**src/rtl/crack_scheduler_if.sv**
```systemverilog
// Bundle of the job-control and worker-fabric signals of crack_scheduler.
// The slave side is the scheduler; the master side is whoever issues jobs
// and hosts the brute-force workers.
interface crack_scheduler_if #(
    parameter int NUM_WORKERS = 4
);
    localparam int WW = $clog2(NUM_WORKERS);

    // Job control
    logic                       start;
    logic [31:0]                password;
    logic                       busy;
    logic                       done;
    logic                       pw_found;
    logic [WW-1:0]              found_worker;
    logic [5:0]                 found_from;

    // Worker fabric
    logic [31:0]                w_pwd;
    logic [NUM_WORKERS-1:0]     w_rst;
    logic [6*NUM_WORKERS-1:0]   w_from;
    logic [6*NUM_WORKERS-1:0]   w_to;
    logic [NUM_WORKERS-1:0]     w_found;
    logic [NUM_WORKERS-1:0]     w_done;

    modport master (
        output start, password, w_found, w_done,
        input  busy, done, pw_found, found_worker, found_from,
               w_pwd, w_rst, w_from, w_to
    );

    modport slave (
        input  start, password, w_found, w_done,
        output busy, done, pw_found, found_worker, found_from,
               w_pwd, w_rst, w_from, w_to
    );
endinterface

```
**src/rtl/crack_scheduler.sv**
```systemverilog
// crack_scheduler: hands out first-symbol ranges of a 4-character password
// search to a pool of brute-force workers, round-robin, and reports which
// worker (and which range) found the match, or that the space ran out.
module crack_scheduler #(
    parameter int NUM_WORKERS = 4,
    parameter int CHUNK       = 9,
    parameter int MAX_SYM     = 35
) (
    input  logic              clk,
    input  logic              rst,
    crack_scheduler_if.slave  bus
);
    localparam int WW = $clog2(NUM_WORKERS);

    localparam logic [1:0] IDLE   = 2'd0;
    localparam logic [1:0] RUN    = 2'd1;
    localparam logic [1:0] FINISH = 2'd2;

    localparam logic [7:0] MAX_SYM_8  = 8'(MAX_SYM);
    localparam logic [7:0] CHUNK_M1_8 = 8'(CHUNK - 1);
    localparam logic [6:0] CHUNK_7    = 7'(CHUNK);

    // Worker flags are untrusted for the w_rst cycle and the one after;
    // this is the number of cycles to ignore them after a dispatch.
    localparam logic [1:0] HOLD_INIT = 2'd2;

    // Control state
    logic [1:0]                    state;
    logic [6:0]                    next_from;
    logic [WW-1:0]                 rr_ptr;
    logic [NUM_WORKERS-1:0]        wk_busy;
    logic [NUM_WORKERS-1:0][1:0]   hold;

    // Output registers
    logic                          busy_q;
    logic                          done_q;
    logic                          pw_found_q;
    logic [WW-1:0]                 found_worker_q;
    logic [5:0]                    found_from_q;
    logic [31:0]                   w_pwd_q;
    logic [NUM_WORKERS-1:0]        w_rst_q;
    logic [NUM_WORKERS-1:0][5:0]   from_q;
    logic [NUM_WORKERS-1:0][5:0]   to_q;

    // Decision signals
    logic [NUM_WORKERS-1:0]        sampled;
    logic [NUM_WORKERS-1:0]        match_vec;
    logic [NUM_WORKERS-1:0]        free_vec;
    logic [NUM_WORKERS-1:0]        free_after;
    logic [2*NUM_WORKERS-1:0]      free2;
    logic [2*NUM_WORKERS-1:0]      rot;
    logic [WW-1:0]                 match_idx;
    logic [5:0]                    match_from;
    logic                          disp_valid;
    logic [WW-1:0]                 disp_idx;
    logic [WW:0]                   scan_sum;
    logic [NUM_WORKERS-1:0]        disp_onehot;
    logic [WW-1:0]                 rr_nxt;
    logic [7:0]                    to_sum;
    logic [7:0]                    to_val;
    logic                          exhausted;
    logic                          do_match;
    logic                          do_disp;
    logic                          do_exhaust;

    assign bus.busy         = busy_q;
    assign bus.done         = done_q;
    assign bus.pw_found     = pw_found_q;
    assign bus.found_worker = found_worker_q;
    assign bus.found_from   = found_from_q;
    assign bus.w_pwd        = w_pwd_q;
    assign bus.w_rst        = w_rst_q;
    assign bus.w_from       = from_q;
    assign bus.w_to         = to_q;

    // Per-cycle decision: which workers are sampled, match/free detection,
    // round-robin pick of the next free worker, and the range to hand out.
    always_comb begin
        // NOTE: every variable gets a default before any conditional update,
        // so no path leaves a value unassigned and no latch is inferred.
        sampled     = '0;
        match_idx   = '0;
        match_from  = '0;
        disp_valid  = 1'b0;
        disp_idx    = '0;
        scan_sum    = '0;
        disp_onehot = '0;

        for (int i = 0; i < NUM_WORKERS; i++) begin
            sampled[i] = wk_busy[i] && (hold[i] == 2'd0);
        end
        match_vec  = sampled & bus.w_found;
        free_vec   = sampled & bus.w_done & ~bus.w_found;
        free_after = ~wk_busy | free_vec;

        // Descending scan so the lowest matching index is the one kept.
        for (int i = NUM_WORKERS - 1; i >= 0; i--) begin
            if (match_vec[i]) begin
                match_idx  = WW'(i);
                match_from = from_q[i];
            end
        end

        // Rotate the free map so bit 0 is the worker at rr_ptr, then take
        // the first set bit and map it back to an absolute index.
        free2 = {free_after, free_after};
        rot   = free2 >> rr_ptr;
        for (int k = 0; k < NUM_WORKERS; k++) begin
            if (!disp_valid && rot[k]) begin
                disp_valid = 1'b1;
                scan_sum   = {1'b0, rr_ptr} + (WW+1)'(k);
                if (scan_sum >= (WW+1)'(NUM_WORKERS)) begin
                    scan_sum = scan_sum - (WW+1)'(NUM_WORKERS);
                end
                disp_idx = scan_sum[WW-1:0];
            end
        end
        for (int i = 0; i < NUM_WORKERS; i++) begin
            disp_onehot[i] = (disp_idx == WW'(i));
        end
        rr_nxt = (disp_idx == WW'(NUM_WORKERS - 1)) ? '0 : disp_idx + WW'(1);

        exhausted = {1'b0, next_from} > MAX_SYM_8;
        to_sum    = {1'b0, next_from} + CHUNK_M1_8;
        to_val    = (to_sum > MAX_SYM_8) ? MAX_SYM_8 : to_sum;

        do_match   = (state == RUN) && (|match_vec);
        do_disp    = (state == RUN) && !(|match_vec) && disp_valid && !exhausted;
        do_exhaust = (state == RUN) && !(|match_vec) && exhausted && (&free_after);
    end

    // Scheduler state, worker bookkeeping and all registered outputs.
    always_ff @(posedge clk or posedge rst) begin
        if (rst) begin
            state          <= IDLE;
            next_from      <= '0;
            rr_ptr         <= '0;
            wk_busy        <= '0;
            // NOTE: hold is a handful of flops, not a RAM, so it is cleared
            // by reset like any other control register.
            hold           <= '0;
            busy_q         <= 1'b0;
            done_q         <= 1'b0;
            pw_found_q     <= 1'b0;
            found_worker_q <= '0;
            found_from_q   <= '0;
            w_pwd_q        <= '0;
            w_rst_q        <= '1;
            from_q         <= '0;
            to_q           <= '0;
        end else begin
            // NOTE: non-blocking assignments throughout, so every statement
            // sees pre-edge values and later defaults can be overridden below.
            w_rst_q <= '0;
            done_q  <= 1'b0;

            case (state)
                IDLE: begin
                    if (bus.start) begin
                        state          <= RUN;
                        busy_q         <= 1'b1;
                        w_pwd_q        <= bus.password;
                        pw_found_q     <= 1'b0;
                        found_worker_q <= '0;
                        found_from_q   <= '0;
                        next_from      <= '0;
                        rr_ptr         <= '0;
                        wk_busy        <= '0;
                        hold           <= '0;
                    end
                end

                RUN: begin
                    for (int i = 0; i < NUM_WORKERS; i++) begin
                        if (hold[i] != 2'd0) begin
                            hold[i] <= hold[i] - 2'd1;
                        end
                    end

                    if (do_match) begin
                        state          <= FINISH;
                        done_q         <= 1'b1;
                        w_rst_q        <= '1;
                        pw_found_q     <= 1'b1;
                        found_worker_q <= match_idx;
                        found_from_q   <= match_from;
                    end else if (do_disp) begin
                        wk_busy   <= (wk_busy & ~free_vec) | disp_onehot;
                        w_rst_q   <= disp_onehot;
                        next_from <= next_from + CHUNK_7;
                        rr_ptr    <= rr_nxt;
                        for (int i = 0; i < NUM_WORKERS; i++) begin
                            if (disp_onehot[i]) begin
                                from_q[i] <= next_from[5:0];
                                to_q[i]   <= to_val[5:0];
                                hold[i]   <= HOLD_INIT;
                            end
                        end
                    end else if (do_exhaust) begin
                        state   <= FINISH;
                        done_q  <= 1'b1;
                        w_rst_q <= '1;
                        wk_busy <= '0;
                    end else begin
                        wk_busy <= wk_busy & ~free_vec;
                    end
                end

                FINISH: begin
                    state  <= IDLE;
                    busy_q <= 1'b0;
                end

                default: begin
                    state  <= IDLE;
                    busy_q <= 1'b0;
                end
            endcase
        end
    end
endmodule

```
**src/flat_wrapper.sv**
```systemverilog
// flat-port wrapper written by rule: the top's interface ports become plain ports
module crack_scheduler_flat 
#(
    parameter int NUM_WORKERS = 4,
    parameter int CHUNK       = 9,
    parameter int MAX_SYM     = 35
)
  (clk, rst, bus_start, bus_password, bus_w_found, bus_w_done, bus_busy, bus_done, bus_pw_found, bus_found_worker, bus_found_from, bus_w_pwd, bus_w_rst, bus_w_from, bus_w_to);
  crack_scheduler_if #(.NUM_WORKERS(NUM_WORKERS)) bus_i ();
  input  logic clk;
  input  logic rst;
  input wire logic [$bits(bus_i.start)-1:0] bus_start;
  input wire logic [$bits(bus_i.password)-1:0] bus_password;
  input wire logic [$bits(bus_i.w_found)-1:0] bus_w_found;
  input wire logic [$bits(bus_i.w_done)-1:0] bus_w_done;
  output wire logic [$bits(bus_i.busy)-1:0] bus_busy;
  output wire logic [$bits(bus_i.done)-1:0] bus_done;
  output wire logic [$bits(bus_i.pw_found)-1:0] bus_pw_found;
  output wire logic [$bits(bus_i.found_worker)-1:0] bus_found_worker;
  output wire logic [$bits(bus_i.found_from)-1:0] bus_found_from;
  output wire logic [$bits(bus_i.w_pwd)-1:0] bus_w_pwd;
  output wire logic [$bits(bus_i.w_rst)-1:0] bus_w_rst;
  output wire logic [$bits(bus_i.w_from)-1:0] bus_w_from;
  output wire logic [$bits(bus_i.w_to)-1:0] bus_w_to;
  assign bus_i.start = bus_start;
  assign bus_i.password = bus_password;
  assign bus_i.w_found = bus_w_found;
  assign bus_i.w_done = bus_w_done;
  assign bus_busy = bus_i.busy;
  assign bus_done = bus_i.done;
  assign bus_pw_found = bus_i.pw_found;
  assign bus_found_worker = bus_i.found_worker;
  assign bus_found_from = bus_i.found_from;
  assign bus_w_pwd = bus_i.w_pwd;
  assign bus_w_rst = bus_i.w_rst;
  assign bus_w_from = bus_i.w_from;
  assign bus_w_to = bus_i.w_to;
  crack_scheduler #(.NUM_WORKERS(NUM_WORKERS), .CHUNK(CHUNK), .MAX_SYM(MAX_SYM)) u_core (.clk(clk), .rst(rst), .bus(bus_i));
endmodule
```
**config.mk**
```make
export PLATFORM = sky130hd
export DESIGN_NAME = crack_scheduler_flat
export DESIGN_NICKNAME = d
export VERILOG_FILES = /design/src/rtl/crack_scheduler_if.sv /design/src/rtl/crack_scheduler.sv /design/src/flat_wrapper.sv
export SDC_FILE = /design/constraint.sdc
export NUM_CORES = 1
export LEC_CHECK = 0
export ABC_AREA = 1
export BUFFER_PORTS_ARGS = -buffer_cell sky130_fd_sc_hd__buf_2
export CAP_MARGIN = 20
export CORE_MARGIN = 10
export CORE_UTILIZATION = 48
export CTS_CLUSTER_SIZE = 14
export DETAILED_ROUTE_END_ITERATION = 7
export PLACE_DENSITY = 0.73
export SETUP_SLACK_MARGIN = 0.02
export SLEW_MARGIN = 20
export SYNTH_ARGS = -nofsm -noshare
export SYNTH_HDL_FRONTEND = slang
export SYNTH_SLANG_ARGS = --single-unit
```
**constraint.sdc**
```tcl
create_clock -name clk -period 3.59 [get_ports clk]
set_input_delay 0.359 -clock clk [delete_from_list [all_inputs] [get_ports clk]]
set_output_delay 0.359 -clock clk [all_outputs]
set_load 0.02 [all_outputs]
```
==> results of run 1 <==
## registers in the layout (all words and copies together), names as in the netlist
register / count
u_core.bus.w_to: 24
u_core.bus.done: 1
u_core.state: 2
u_core.bus.busy: 1
u_core.rr_ptr: 2
u_core.bus.found_worker: 2
u_core.bus.w_rst: 4
u_core.bus.found_from: 6
u_core.bus.w_from: 24
u_core.hold: 8
u_core.next_from: 7
u_core.bus.w_pwd: 32
u_core.wk_busy: 4
u_core.bus.pw_found: 1
## where the power goes
part | switching, uW | internal, uW | leakage [uW] | total, uW
Clock | 664 | 917 | 0.000256 | 1580
Combinational | 2210 | 937 | 0.00209 | 3150
Sequential | 394 | 1880 | 0.00153 | 2280
Total | 3270 | 3740 | 0.00387 | 7010
## cells by family after synthesis
group                    after synthesis  share of synthesized area, %
XOR/XNOR                               6                          1.06
adder cells (fa/ha/maj)                9                          1.99
AO/OA/AOI/OAI                         71                          8.31
buffers and inverters                 74                          6.21
flip-flops                           118                          52.2
AND/OR/NAND/NOR                      373                          30.2
## cells in the final DEF (no fill, tap or decap), types with 4 or more instances in the layout
master and count:
sky130_fd_sc_hd__o21ai_0 18, sky130_fd_sc_hd__nand3_2 5, sky130_fd_sc_hd__nand3_4 5, sky130_fd_sc_hd__o21ai_1 18, sky130_fd_sc_hd__dfrtp_1 114, sky130_fd_sc_hd__buf_2 137
sky130_fd_sc_hd__a21oi_1 8, sky130_fd_sc_hd__inv_2 5, sky130_fd_sc_hd__clkinvlp_4 6, sky130_fd_sc_hd__o221ai_1 6, sky130_fd_sc_hd__nor2_2 8, sky130_fd_sc_hd__o211ai_1 4
sky130_fd_sc_hd__inv_1 43, sky130_fd_sc_hd__dfstp_2 4, sky130_fd_sc_hd__nand2_2 23, sky130_fd_sc_hd__clkbuf_16 17, sky130_fd_sc_hd__nor2_1 18, sky130_fd_sc_hd__nand2_4 4
sky130_fd_sc_hd__nand3_1 31, sky130_fd_sc_hd__ha_1 9, sky130_fd_sc_hd__o21ai_2 14, sky130_fd_sc_hd__nand2_1 265, sky130_fd_sc_hd__or2_2 5, sky130_fd_sc_hd__xor2_1 4
## worst paths after layout
kind / startpoint / cells past startpoint / slack [ns] / to
worst max-delay path: u_core.rr_ptr[0]$_DFFE_PP0P_ / 15 / 0.78 / u_core.bus.w_to[4]$_DFFE_PP0P_
worst min-delay path: bus_password[11] / 3 / 0.14 / u_core.bus.w_pwd[11]$_DFFE_PP0P_
worst max register to register: u_core.rr_ptr[0]$_DFFE_PP0P_ / 15 / 0.78 / u_core.bus.w_to[4]$_DFFE_PP0P_
worst min register to register: u_core.bus.w_pwd[5]$_DFFE_PP0P_ / 2 / 0.46 / u_core.bus.w_pwd[5]$_DFFE_PP0P_
max in group asynchronous: rst / 3 / 2.67 / u_core.hold[0]$_DFFE_PP0P_
min in group asynchronous: rst / 2 / 0.16 / u_core.bus.w_pwd[4]$_DFFE_PP0P_
## area by class of cell
type	count	share of cell area (%)
clock buffer	18	6.29
clock inverter	14	1.72
inverter	54	2.99
tap	143	2.56
sequential	118	42.4
multi-input combinational	459	33.8
timing repair buffer	140	10.3
## worst max-delay path, stage by stage (launching register included)
cell and delay (ns):
sky130_fd_sc_hd__dfrtp_1 0.51, sky130_fd_sc_hd__clkinv_1 0.23, sky130_fd_sc_hd__nand3_1 0.18, sky130_fd_sc_hd__nand3_2 0.12, sky130_fd_sc_hd__nand2_4 0.14, sky130_fd_sc_hd__inv_1 0.07
sky130_fd_sc_hd__nand2_1 0.09, sky130_fd_sc_hd__o21ai_0 0.09, sky130_fd_sc_hd__o21ai_0 0.17, sky130_fd_sc_hd__nand2_1 0.12, sky130_fd_sc_hd__inv_1 0.09, sky130_fd_sc_hd__ha_1 0.19
sky130_fd_sc_hd__nand3_4 0.29, sky130_fd_sc_hd__inv_1 0.29, sky130_fd_sc_hd__nand2_1 0.09, sky130_fd_sc_hd__nand2_1 0.07
## layer usage
layer  GRT usage (%)  share of wire, %  up-vias
li1                -                 -     2342
met1            22.7                42     2320
met2            30.7                49      173
met3            5.26               7.4       24
met4            6.02               1.7        0
met5               0                 0        -
## metrics by stage
stage,setup WS [ns],hold WS (ns)
after CTS,0.802,0.140
after global placement,1.07,0.448
final,0.779,0.142
after floorplan,0.109,0.476
after global routing,0.524,0.138
after detailed placement,0.841,0.453
==> implementation parameters, run 1 <==
Parameter                              Value

Routing
  Number of design rule violations left after detail routing ... 0
  Detailed Routing Iterations Pass 1 ... 7
  DRT antenna net count ... 0
  Via density ... 5.14
  Count of vias placed by the detailed router ... 4859
  Final routed wire length divided by cell count ... 16.6 um
  DRT Wirelength ... 15.7 mm
  Number of DRC markers after the initial detailed-route iteration ... 458

Place
  Last weighted congestion value of the routability-driven placer ... 0.835
  Placed cell count ... 914
  Count of buffers from port buffering ... 137
  Half-perimeter wire length after placement ... 11.4 mm
  Instance area at placement ... 6420 sq um

Timing
  Sum Neg Setup Slack ... 0 ns
  Worst-Margin Slew ... 0.951 ns
  Worst relative slew slack ... 36.6%
  Final setup violating endpoints ... 0
  Top achievable clock speed ... 356 MHz
  Number of pins exceeding their max-slew limit in the final report ... 0
  Min cycle time layout ... 2.81 ns
  Hold violation total from the final report ... 0
  Setup repair after global routing missed its margin ... no
  Clock skew ... 0.0112 ns
  Period utilization ... 78.3%

CTS
  CTS H-tree lvls ... 4
  Worst-skew pair later-pin latency ... 0.41 ns
  Number of instances resized during post-cts repair ... 0
  Total CTS buffers ... 17
  Num Clock Sinks ... 118
  CTS tree ... built
  Clock root buffer ... sky130_fd_sc_hd__clkbuf_16
  # hold bufs at CTS ... 0
  Setup bufs post-CTS ... 0
  Maximum buffer depth of the clock tree ... 2
  Worst-path clk slew ... 0.06 ns

Global routing
  Global-route wire length before repair ... 24.6 mm
  Total congestion overflow ... 0
  Number of global-route vias before repair ... 4808
  Pin count of the biggest net entering global routing ... 77
  Initial antenna violation count ... 0
  Aggregate global-route resource usage ... 18.5%

Final layout
  Total area of multi-input combinational cells ... 2360 sq um
  Share of cells above drive strength 1 ... 31.8%
  Filler Cell Count ... 985
  Total Nets Final ... 842
  Core Util, Final ... 60.9%
  Post-layout instance area ... 6980 sq um
  Layout-stage area growth over the synthesis result ... 23.3%
  Flip-flop and latch area ... 2960 sq um
  Ant diodes ... 0
  Count of non-filler cells in the finished layout ... 946

Synth
  Number of enable flip-flop cells after synthesis ... 0
  Ranking of synthesized cells by area ... sky130_fd_sc_hd__dfrtp_1 50%, sky130_fd_sc_hd__nand2_1 18%, sky130_fd_sc_hd__inv_1 2.9%, sky130_fd_sc_hd__nand3_1 2.7%, sky130_fd_sc_hd__nand2_2 2.5%
  Post-synthesis cell type with the largest combined area ... sky130_fd_sc_hd__dfrtp_1
  Primary flip-flop cell chosen by synthesis mapping ... sky130_fd_sc_hd__dfrtp_1
  Yosys warning count ... 0
  Post-synthesis instance area ... 5660 sq um
  Number of library cell types mapped by synthesis ... 39
  Post-synthesis sequential area ratio ... 52.2%
  Total nets after synthesis ... 703
  Cell with the most instances after synthesis ... sky130_fd_sc_hd__nand2_1
  Number of storage elements in the synthesis netlist ... 118
  Cell types with the highest counts after synthesis ... 265 x sky130_fd_sc_hd__nand2_1, 114 x sky130_fd_sc_hd__dfrtp_1, 44 x sky130_fd_sc_hd__inv_1
  Average footprint of a synthesized cell ... 8.70 sq um
  Top cell type's share of synthesized area ... 50.4%
  Post-Synthesis Cells ... 651
  Fraction of registers with async set/reset ... 100%

Worst hold path
  Path class of the lowest-slack min-delay path ... in -> reg

Floorplanning
  Initial Utilization ... 49.4%
  Row cnt ... 39
  # IOs ... 138
  Placeable Area ... 11500 sq um
  Die area ... 16500 sq um
  Floorplan die height ... 129 um
  Width of the chip ... 129 um

Job
  Number of maximum-capacitance constraint violations ... 0

Worst setup path
  Sort of element at the start of the critical path ... register
  Max Fanout on Critical Path ... 23
  Crit Path Class ... reg -> reg
  Critical path endpoint category ... register
  Arrival time of the worst setup path ... 3.16 ns
  Critical path required time ... 3.94 ns

Power
  Maximum VDD drop ... 0.494 mV
  Leakage power summed over all cells ... 0.00387 uW
  Power density over cell area ... 1000 nW/um^2
  Final Total Pwr ... 7010 uW

Run status
  Status ... completed
Power figures use the tool's default switching activity.
==> inputs of run 2 (changes only) <==
ABC_AREA = 0   (was 1)
CORE_UTILIZATION = 53   (was 48)
PLACE_DENSITY = 0.77   (was 0.73)
clock period = 2.9 ns   (was 3.59 ns; I/O delays follow)
==> run 2 against run 1 <==
  * Critical path depth decreased by 5
  * Clock power rose by 24%
  * Synthesized cell count shrank 25%
  * Critical path type unchanged
  * Largest cell class unchanged
==> implementation parameters, run 2 <==
Parameter                              Value

Synth
  Total nets after synthesis ... 541 (was 703)
  Post-synthesis instance area ... 5360 sq um (was 5660 sq um)
  Cell with the most instances after synthesis ... sky130_fd_sc_hd__nand2_1 (unchanged)
  Number of enable flip-flop cells after synthesis ... 0 (unchanged)
  Number of library cell types mapped by synthesis ... 57 (was 39)
  Ranking of synthesized cells by area ... sky130_fd_sc_hd__dfrtp_1 53%, sky130_fd_sc_hd__nand2_1 9.0%, sky130_fd_sc_hd__mux2_1 6.7%, sky130_fd_sc_hd__mux2_2 3.4%, sky130_fd_sc_hd__ha_1 2.1% (was sky130_fd_sc_hd__dfrtp_1 50%, sky130_fd_sc_hd__nand2_1 18%, sky130_fd_sc_hd__inv_1 2.9%, sky130_fd_sc_hd__nand3_1 2.7%, sky130_fd_sc_hd__nand2_2 2.5%)
  Number of storage elements in the synthesis netlist ... 118 (unchanged)
  Primary flip-flop cell chosen by synthesis mapping ... sky130_fd_sc_hd__dfrtp_1 (unchanged)
  Top cell type's share of synthesized area ... 53.2% (was 50.4%)
  Yosys warning count ... 0 (unchanged)
  Fraction of registers with async set/reset ... 100% (unchanged)
  Post-Synthesis Cells ... 489 (was 651)
  Cell types with the highest counts after synthesis ... 128 x sky130_fd_sc_hd__nand2_1, 114 x sky130_fd_sc_hd__dfrtp_1, 32 x sky130_fd_sc_hd__mux2_1 (was 265 x sky130_fd_sc_hd__nand2_1, 114 x sky130_fd_sc_hd__dfrtp_1, 44 x sky130_fd_sc_hd__inv_1)
  Average footprint of a synthesized cell ... 11.0 sq um (was 8.70 sq um)
  Post-synthesis sequential area ratio ... 55.2% (was 52.2%)
  Post-synthesis cell type with the largest combined area ... sky130_fd_sc_hd__dfrtp_1 (unchanged)

Power
  Leakage power summed over all cells ... 0.00370 uW (was 0.00387 uW)
  Power density over cell area ... 1240 nW/um^2 (was 1000 nW/um^2)
  Maximum VDD drop ... 0.663 mV (was 0.494 mV)

Floorplanning
  Placeable Area ... 9820 sq um (was 11500 sq um)
  Row cnt ... 36 (was 39)
  # IOs ... 138 (unchanged)
  Initial Utilization ... 54.6% (was 49.4%)
  Floorplan die height ... 121 um (was 129 um)
  Die area ... 14500 sq um (was 16500 sq um)
  Width of the chip ... 121 um (was 129 um)

Routing
  DRT Wirelength ... 15.0 mm (was 15.7 mm)
  Final routed wire length divided by cell count ... 18.3 um (was 16.6 um)
  Count of vias placed by the detailed router ... 4541 (was 4859)
  Met3 routed WL ... 1.02 mm (was 1.15 mm)
  Wl on met1 ... 5.68 mm (was 6.53 mm)
  Met2 WL ... 7.86 mm (was 7.72 mm)
  Detailed Routing Iterations Pass 1 ... 7 (unchanged)
  DRT antenna net count ... 0 (unchanged)
  Number of DRC markers after the initial detailed-route iteration ... 394 (was 458)
  Via density ... 5.54 (was 5.14)
  Number of design rule violations left after detail routing ... 0 (unchanged)
  Highest metal layer used by the detailed router ... met4 (unchanged)

Timing
  Clock skew ... 0.00872 ns (was 0.0112 ns)
  Number of pins exceeding their max-slew limit in the final report ... 0 (unchanged)
  Period utilization ... 97.0% (was 78.3%)
  Hold violation total from the final report ... 0 (unchanged)
  Worst relative slew slack ... 49.4% (was 36.6%)
  Worst-Margin Slew ... 0.757 ns (was 0.951 ns)
  Top achievable clock speed ... 355 MHz (was 356 MHz)
  Sum Neg Setup Slack ... 0 ns (unchanged)
  Min cycle time layout ... 2.81 ns (about the same)
  Worst hold slack ... 0.250 ns (was 0.142 ns)
  Final setup violating endpoints ... 0 (unchanged)
  Setup repair after global routing missed its margin ... no (unchanged)

Worst setup path
  Arrival time of the worst setup path ... 3.23 ns (was 3.16 ns)
  Largest stage delay on the critical path ... 0.58 ns (was 0.51 ns)
  Critical path endpoint category ... register (unchanged)
  Crit Path Class ... reg -> reg (unchanged)
  Max Fanout on Critical Path ... 6 (was 23)
  Slowest cell on the critical path ... sky130_fd_sc_hd__or4b_4 (was sky130_fd_sc_hd__dfrtp_1)
  Cell chain of the critical path ... or4b_4, and2_4, o221ai_2, a21boi_2, inv_2, ha_4, nand3_2, nor3_4, clkbuf_16, mux2_1 (was clkinv_1, nand3_1, nand3_2, nand2_4, inv_1, nand2_1, o21ai_0, o21ai_0, nand2_1, inv_1, ha_1, nand3_4, inv_1, nand2_1, nand2_1)
  Critical path required time ... 3.31 ns (was 3.94 ns)
  Sort of element at the start of the critical path ... register (unchanged)

Place
  Last weighted congestion value of the routability-driven placer ... 0.955 (was 0.835)
  Count of buffers from port buffering ... 137 (unchanged)
  Half-perimeter wire length after placement ... 10.3 mm (was 11.4 mm)
  Placed cell count ... 752 (was 914)

CTS
  Num Clock Sinks ... 118 (unchanged)
  CTS tree ... built (unchanged)
  Maximum buffer depth of the clock tree ... 2 (unchanged)
  Total CTS buffers ... 17 (unchanged)
  CTS H-tree lvls ... 4 (unchanged)
  Clock root buffer ... sky130_fd_sc_hd__clkbuf_8 (was sky130_fd_sc_hd__clkbuf_16)
  Worst-path clk slew ... 0.06 ns (about the same)
  Worst-skew pair later-pin latency ... 0.53 ns (was 0.41 ns)

Final layout
  Layout-stage area growth over the synthesis result ... 35.6% (was 23.3%)
  Share of cells above drive strength 1 ... 34.8% (was 31.8%)
  Count of non-filler cells in the finished layout ... 819 (was 946)
  Total Nets Final ... 725 (was 842)
  Ant diodes ... 0 (unchanged)
  Top library cells by usage in the layout, fill and taps aside ... 137 x sky130_fd_sc_hd__buf_2, 128 x sky130_fd_sc_hd__nand2_1, 114 x sky130_fd_sc_hd__dfrtp_1 (was 265 x sky130_fd_sc_hd__nand2_1, 137 x sky130_fd_sc_hd__buf_2, 114 x sky130_fd_sc_hd__dfrtp_1)
  Largest register FFs ... 32 (unchanged)
  Core Util, Final ... 74.0% (was 60.9%)
  Most frequent standard cell in the layout excluding fill and tap cells ... sky130_fd_sc_hd__buf_2 (was sky130_fd_sc_hd__nand2_1)

Global routing
  Initial antenna violation count ... 0 (unchanged)
  Total congestion overflow ... 0 (unchanged)
  Number of global-route vias before repair ... 4659 (was 4808)
  Global-route wire length before repair ... 24.2 mm (was 24.6 mm)
  Pin count of the biggest net entering global routing ... 60 (was 77)
  Aggregate global-route resource usage ... 20.9% (was 18.5%)

Worst hold path
  Path class of the lowest-slack min-delay path ... in -> reg (unchanged)

Job
  Number of maximum-capacitance constraint violations ... 0 (unchanged)

Run status
  Status ... completed (unchanged)
-- run 2: cell count changes after synthesis, moves of 14 or more --
cell                      change
sky130_fd_sc_hd__nand3_1     -20
sky130_fd_sc_hd__inv_1       -36
sky130_fd_sc_hd__mux2_1      +32
sky130_fd_sc_hd__nand2_2     -22
sky130_fd_sc_hd__o21ai_1     -17
sky130_fd_sc_hd__nand2_1    -137
sky130_fd_sc_hd__mux2_2      +16
sky130_fd_sc_hd__o21ai_2     -14
-- run 2: critical path, delay by kind of cell (launching register included) --
kind            cells  cell delay (ns)
flops               1             0.41
mux                 1             0.32
simple gates        4             1.20
fa+ha+maj           1             0.15
compound gates      2             0.29
buf+inv             2             0.32
-- run 2: final timing paths --
path,startpoint,end,slack [ns],depth (start not counted)
worst min-delay path,bus_w_found[1],u_core.bus.found_worker[0]$_DFFE_PP0P_,0.25,5
min in group asynchronous,rst,u_core.bus.w_pwd[3]$_DFFE_PP0P_,0.44,3
worst max register to register,u_core.hold[1]$_DFFE_PP0P_,u_core.bus.w_from[16]$_DFFE_PP0P_,0.09,10
worst max-delay path,u_core.hold[1]$_DFFE_PP0P_,u_core.bus.w_from[16]$_DFFE_PP0P_,0.09,10
worst min register to register,u_core.bus.w_pwd[17]$_DFFE_PP0P_,u_core.bus.w_pwd[17]$_DFFE_PP0P_,0.47,2
max in group asynchronous,rst,u_core.bus.w_to[3]$_DFFE_PP0P_,1.65,4
-- run 2: power breakdown --
| part | internal (uW) | total, uW | switching (uW) |
|---|---|---|---|
| Clock | 1220 | 1960 | 742 |
| Sequential | 2380 | 2900 | 519 |
| Combinational | 1600 | 4160 | 2560 |
-- run 2: final cells by class --
type | instances | area (sq um)
Sequential cell | 118 | 2960
Fill cell | 680 | 2550
Multi-Input combinational cell | 337 | 2290
Timing Repair Buffer | 191 | 1250
Clock buffer | 21 | 469
Tap cell | 133 | 166
Clock inverter | 11 | 98.8
Inverter | 8 | 33.8
-- run 2: cells by family after synthesis --
kind of cell / Yosys count / synth area share, %
AO/OA/AOI/OAI: 77 / 9.50
AND/OR/NAND/NOR: 195 / 18.5
multiplexers: 56 / 11.6
flip-flops: 118 / 55.2
buffers and inverters: 34 / 3.08
adder cells (fa/ha/maj): 9 / 2.10
-- run 2: what timing repair did --
item                                    in CTS  in global routing
cloned                                       0                  1
pin swaps                                    0                  3
endpoints found under the setup margin       5                 48
hold buffers                                33                  0
resized for setup                            1                 12
setup buffers                                0                  1
endpoints found under the hold margin       63                  0
-- run 2: routing by layer --
layer / vias up / GRT usage (%)
met2: 194 / 35.5
met5: - / 0
li1: 2083 / -
met1: 2225 / 23.3
met4: 0 / 9.65
met3: 39 / 6.70
-- run 2: metrics by stage --
step                instance area, sq um  power [uW]  worst slack (ns)
floorplan                           5360        5510             0.114
global placement                    6280        6750             0.108
detailed placement                  6280        6910            0.0254
CTS                                 7180        8940            0.0884
global route                        7270        9610            0.0178
finish                              7270        9030            0.0859
